File: config.mk
export PLATFORM = sky130hd
export DESIGN_NAME = opcode_extract
export DESIGN_NICKNAME = d
export VERILOG_FILES = /design/src/rtl/opcode_extract.sv
export SDC_FILE = /design/constraint.sdc
export NUM_CORES = 1
export LEC_CHECK = 0
export ABC_AREA = 1
export CAP_MARGIN = 20
export CORE_ASPECT_RATIO = 0.7
export CORE_MARGIN = 1.5
export CORE_UTILIZATION = 44
export DETAILED_ROUTE_END_ITERATION = 8
export GPL_ROUTABILITY_DRIVEN = 0
export PLACE_DENSITY = 0.76
export SYNTH_ARGS = -nofsm -noshare
export SYNTH_HDL_FRONTEND = slang
export SYNTH_SLANG_ARGS = --single-unit
File: constraint.sdc
create_clock -name clk -period 1.5 [get_ports clk]
set_clock_uncertainty 0.2 [all_clocks]
set_input_delay 0.3 -clock clk [delete_from_list [all_inputs] [get_ports clk]]
set_output_delay 0.3 -clock clk [all_outputs]
set_load 0.01 [all_outputs]
File: src/rtl/opcode_extract.sv
// Instruction-stream opcode extractor: strips legacy prefixes and the 0x0F escape, then presents one opcode record.
// Optional segment-override prefix decode is enabled by defining OPX_SEG_PREFIX_EN.
module opcode_extract (
  input  logic       clk,
  input  logic       rst,
  input  logic       flush,
  input  logic [7:0] byte_in,
  input  logic       byte_valid,
  output logic       byte_ready,
  output logic       op_valid,
  input  logic       op_ready,
  output logic [7:0] opcode,
  output logic       two_byte,
  output logic       pfx_opsize,
  output logic       pfx_lock,
  output logic       pfx_rep,
  output logic       pfx_repne,
  output logic       seg_valid,
  output logic [2:0] seg_ovr,
  output logic       pfx_err
);

  typedef enum logic [1:0] {SCAN, ESC, HOLD} state_t;

  typedef struct packed {
    logic [7:0] opcode;
    logic       two_byte;
    logic       opsize;
    logic       lock;
    logic       rep;
    logic       repne;
    logic       seg_valid;
    logic [2:0] seg_ovr;
    logic       pfx_err;
    logic [2:0] count;
  } rec_t;

  localparam logic [2:0] PFX_LIMIT = 3'd4;

  state_t     state, state_nxt;
  rec_t       rec, rec_nxt;
  logic       take;
  logic       is_seg;
  logic [2:0] seg_code;
  logic       is_prefix;

  // NOTE: every variable driven here gets a default first, so no path leaves it unassigned and no latch is inferred.
  always_comb begin
    is_seg   = 1'b0;
    seg_code = 3'd0;
`ifdef OPX_SEG_PREFIX_EN
    case (byte_in)
      8'h26: begin is_seg = 1'b1; seg_code = 3'd0; end
      8'h2E: begin is_seg = 1'b1; seg_code = 3'd1; end
      8'h36: begin is_seg = 1'b1; seg_code = 3'd2; end
      8'h3E: begin is_seg = 1'b1; seg_code = 3'd3; end
      8'h64: begin is_seg = 1'b1; seg_code = 3'd4; end
      8'h65: begin is_seg = 1'b1; seg_code = 3'd5; end
      default: ;
    endcase
`endif
    is_prefix = is_seg || (byte_in == 8'h66) || (byte_in == 8'hF0) ||
                (byte_in == 8'hF2) || (byte_in == 8'hF3);
  end

  assign byte_ready = (state != HOLD);
  assign take       = byte_valid && byte_ready;

  always_comb begin
    state_nxt = state;
    rec_nxt   = rec;
    if (flush) begin
      state_nxt = SCAN;
      rec_nxt   = '0;
    end else begin
      case (state)
        SCAN: if (take) begin
          if (byte_in == 8'h0F) begin
            rec_nxt.two_byte = 1'b1;
            state_nxt        = ESC;
          end else if (is_prefix && rec.count != PFX_LIMIT) begin
            rec_nxt.count = rec.count + 3'd1;
            if (byte_in == 8'h66) rec_nxt.opsize = 1'b1;
            if (byte_in == 8'hF0) rec_nxt.lock   = 1'b1;
            if (byte_in == 8'hF3) begin rec_nxt.rep = 1'b1; rec_nxt.repne = 1'b0; end
            if (byte_in == 8'hF2) begin rec_nxt.repne = 1'b1; rec_nxt.rep = 1'b0; end
            if (is_seg) begin rec_nxt.seg_valid = 1'b1; rec_nxt.seg_ovr = seg_code; end
          end else begin
            // A prefix arriving once the limit is reached is latched as the opcode and flagged.
            rec_nxt.opcode  = byte_in;
            rec_nxt.pfx_err = is_prefix;
            state_nxt       = HOLD;
          end
        end
        ESC: if (take) begin
          rec_nxt.opcode = byte_in;
          state_nxt      = HOLD;
        end
        HOLD: if (op_ready) begin
          rec_nxt   = '0;
          state_nxt = SCAN;
        end
        default: begin
          rec_nxt   = '0;
          state_nxt = SCAN;
        end
      endcase
    end
  end

  // NOTE: state registers use non-blocking assignments so every flop samples pre-edge values regardless of block order.
  always_ff @(posedge clk) begin
    if (rst) begin
      state <= SCAN;
      rec   <= '0;
    end else begin
      state <= state_nxt;
      rec   <= rec_nxt;
    end
  end

  assign op_valid   = (state == HOLD);
  assign opcode     = rec.opcode;
  assign two_byte   = rec.two_byte;
  assign pfx_opsize = rec.opsize;
  assign pfx_lock   = rec.lock;
  assign pfx_rep    = rec.rep;
  assign pfx_repne  = rec.repne;
  assign pfx_err    = rec.pfx_err;
`ifdef OPX_SEG_PREFIX_EN
  assign seg_valid  = rec.seg_valid;
  assign seg_ovr    = rec.seg_ovr;
`else
  assign seg_valid  = 1'b0;
  assign seg_ovr    = 3'd0;
`endif

endmodule

==> impl_metrics.env <==
export IMPL_power_mw=1.31
export IMPL_h_tree_depth=1
export IMPL_die_x_um=67.8
export IMPL_crit_required_ns=1.50
export IMPL_fin_ws_ns=-0.116
export IMPL_arrival_ns=1.62
export IMPL_fmax_ghz=0.619
export IMPL_hold_start="byte_in[6]"
export IMPL_multi_input_area_sq_um=842
export IMPL_dp_cells=278
export IMPL_grt_ovfl_total=0
export IMPL_rr_startpoint="state[1]$_SDFFE_PP0P_"
export IMPL_synth_seq_cells=19
export IMPL_dp_final_hpwl_um=2240
export IMPL_hold_violations=0
export IMPL_firstDrtPassIters=4
export IMPL_async_flop_share=0
export IMPL_ios=33
export IMPL_initial_utilization=0.461
export IMPL_cts_root_buf="clkbuf_8"
export IMPL_final_cell_mix="nand2_1, buf_4, nor2_1, inv_1, dlygate4sd2_1"
export IMPL_stdcell_count=288
export IMPL_track_usage=0.212
export IMPL_drive_gt1_frac=0.421
export IMPL_cts_buffers=3
export IMPL_die_area_sq_um=3280
export IMPL_coreArea_sq_um=2800
export IMPL_grt_pass1_vias=1239
export IMPL_syn_instance_count=199
export IMPL_reg2reg_depth=8
export IMPL_irDropWorstVdd_mv=0.441
export IMPL_met3_length_um=171
export IMPL_synthDistinctLibCells=24
export IMPL_r2r_setup_slack_ns=-0.12
export IMPL_yosysWarnings=0
export IMPL_synth_top_cell_area_share=0.294
export IMPL_final_common_cell="nand2_1"
export IMPL_wl_met1_um=1560
export IMPL_drtIter0Drc=78
export IMPL_netlist_top_cells_area="dfxtp_1, nand2_1, nor2_1, buf_4, a21oi_1"
export IMPL_antenna_found_initial=0
export IMPL_synth_top_family_by_area="simple AND/OR/NAND/NOR gates"
export IMPL_ant_nets=0
export IMPL_drcViolationCount=0
export IMPL_violations="setup timing"
export IMPL_synth_mux_area_frac=0
export IMPL_post_drt_wl_per_cell_um=11.5
export IMPL_fillers=236
export IMPL_synth_simple_area_share=0.416
export IMPL_clock_latency_ns=0.26
export IMPL_rsz0062_at_grt="yes"
export IMPL_critPathKind="register to register"
export IMPL_setup_viol=17
export IMPL_grt_max_degree=12
export IMPL_powerDensity_nw_per_um2=671
export IMPL_die_y_um=48.3
export IMPL_end_kind="register"
export IMPL_syn_cell_area_sq_um=1290
export IMPL_leakage_nw=0.955
export IMPL_status="finished, violations left"
export IMPL_crit_path_start_kind="register"
export IMPL_postCtsHoldBufs=0
export IMPL_clk_pin_slew_worst_paths_ns=0.07
export IMPL_utilization=0.696
export IMPL_crit_top_cell="nand2_1"
export IMPL_met2_length_um=1580
export IMPL_cts_tree="done"
export IMPL_avgViaCountPerCell=4.74
export IMPL_nNetsFinal=268
export IMPL_vias=1366
export IMPL_crit_fanout=4
export IMPL_grt_pass1_wl_um=5400
export IMPL_clk_path_buf_depth=2
export IMPL_synth_adder_area_share=0.0194
export IMPL_ys_seq_area_frac=0.294
export IMPL_numPortBuffers=28
export IMPL_slowest_stage="dfxtp_4"
export IMPL_synth_xor_area_frac=0
export IMPL_period_share=1.08
export IMPL_syn2layout_area_growth_pct=51.0
export IMPL_whs_endpoint="opcode[6]$_SDFFE_PP0P_"
export IMPL_synth_top_area_cell="dfxtp_1"
export IMPL_num_antenna_cells=0
export IMPL_synth_edf_count=0
export IMPL_cts_num_sinks=19
export IMPL_seqCellArea_sq_um=387
export IMPL_hp_class="primary input to register"
export IMPL_ys_flop_type="dfxtp_1"
export IMPL_cap_viol_max_count=0
export IMPL_pre_cts_ws_ns=-0.636
export IMPL_hold_path_depth=5
export IMPL_wirelength_um=3310
export IMPL_synth_avg_cell_area_sq_um=6.49
export IMPL_slowest_delay_ns=0.37
export IMPL_top_layer="met3"
export IMPL_min_period_ns=1.62
export IMPL_maxSlewViolCount=0
export IMPL_reg2reg_to="pfx_err$_SDFFE_PP0P_"
export IMPL_synth_compound_area_frac=0.0833
export IMPL_path_cells="buf_6 -> nor2_4 -> nand4_1 -> nand2_2 -> clkinvlp_4 -> nand2_1 -> nand2_1 -> nor2_1"
export IMPL_num_rows=16
==> power by group <==
part	internal (mW)	switching, mW
combinational	0.187	0.221
clock	0.185	0.177
sequential	0.524	0.0155
total	0.896	0.414
==> layout make-up <==
| cell class | instances | share of cell area |
|---|---|---|
| Timing Repair Buffer | 61 | 0.263 |
| Tap cell | 36 | 0.0231 |
| Clock inverter | 1 | 0.00256 |
| Timing Repair inverter | 1 | 0.00385 |
| Clock buffer | 3 | 0.0212 |
| Multi-Input combinational cell | 140 | 0.431 |
| Inverter | 27 | 0.0571 |
| Sequential cell | 19 | 0.198 |
==> per-layer routing <==
layer  up-vias  GRT usage
met5         -          0
met4         0     0.0267
met3         0     0.0581
met2        32      0.350
met1       620      0.284
li1        714          -
==> state kept, by name, indices dropped and copies added, names as in the netlist <==
signal,flops
pfx_lock,1
pfx_rep,1
pfx_opsize,1
state,2
pfx_repne,1
pfx_err,1
rec,3
opcode,8
two_byte,1
==> stage by stage <==
| step | TNS, ns | hold WS, ns | instance area (sq um) |
|---|---|---|---|
| detailed placement | -10.54 | 0.244 | 1770 |
| finish | -1.15 | 0.214 | 1950 |
| global route | -2.46 | 0.241 | 1950 |
| global placement | -10.0 | 0.249 | 1770 |
| CTS | -0.848 | 0.263 | 1900 |
| floorplan | -0.0956 | 0.247 | 1330 |
==> cells by family (layout without fill, tap and decap cells) <==
family                   after synthesis  after routing
buffers and inverters                 43             93
flip-flops                            19             19
adder cells (fa/ha/maj)                2              2
AND/OR/NAND/NOR                      113            113
other                                  1              4
AO/OA/AOI/OAI                         21             21
==> worst max path at each step <==
stage | slack, ns | cells after the start | startpoint | endpoint
3_5_place_dp | -0.64 | 8 | byte_in[5] | pfx_rep$_SDFFE_PP0P_
4_1_cts | -0.09 | 8 | state[1]$_SDFFE_PP0P_ | rec[1]$_SDFFE_PP0P_
6_report | -0.12 | 8 | state[1]$_SDFFE_PP0P_ | pfx_err$_SDFFE_PP0P_
3_3_place_gp | -0.60 | 8 | byte_in[5] | pfx_rep$_SDFFE_PP0P_
2_1_floorplan | -0.02 | 11 | state[1]$_SDFFE_PP0P_ | opcode[0]$_SDFFE_PP0P_
5_1_grt | -0.19 | 8 | state[1]$_SDFFE_PP0P_ | pfx_err$_SDFFE_PP0P_
==> synthesized netlist by cell type, types with 2 or more instances <==
library cell / count
nand2_1: 49
nor2_1: 29
inv_1: 21
dfxtp_1: 19
a21oi_1: 17
buf_4: 12
nand3_1: 11
nand3_2: 7
inv_2: 5
nand2_2: 5
nand4_1: 5
buf_6: 3
nor2_4: 3
ha_1: 2
o21ai_0: 2
==> what timing repair did <==
action	4_1_cts	5_1_grt
setup endpoints to repair	35	19
pin swaps	14	23
gates resized for setup	59	23
hold endpoints to repair	0	0
setup buffers	2	3
gates cloned	1	0
==> critical path, delay by kind of cell, from the launching register on <==
kind / cells / cell delay, ns
buffers and inverters: 2 / 0.28
and+or+nand+nor: 6 / 0.71
DFF: 1 / 0.37
Power figures use the tool's default switching activity.
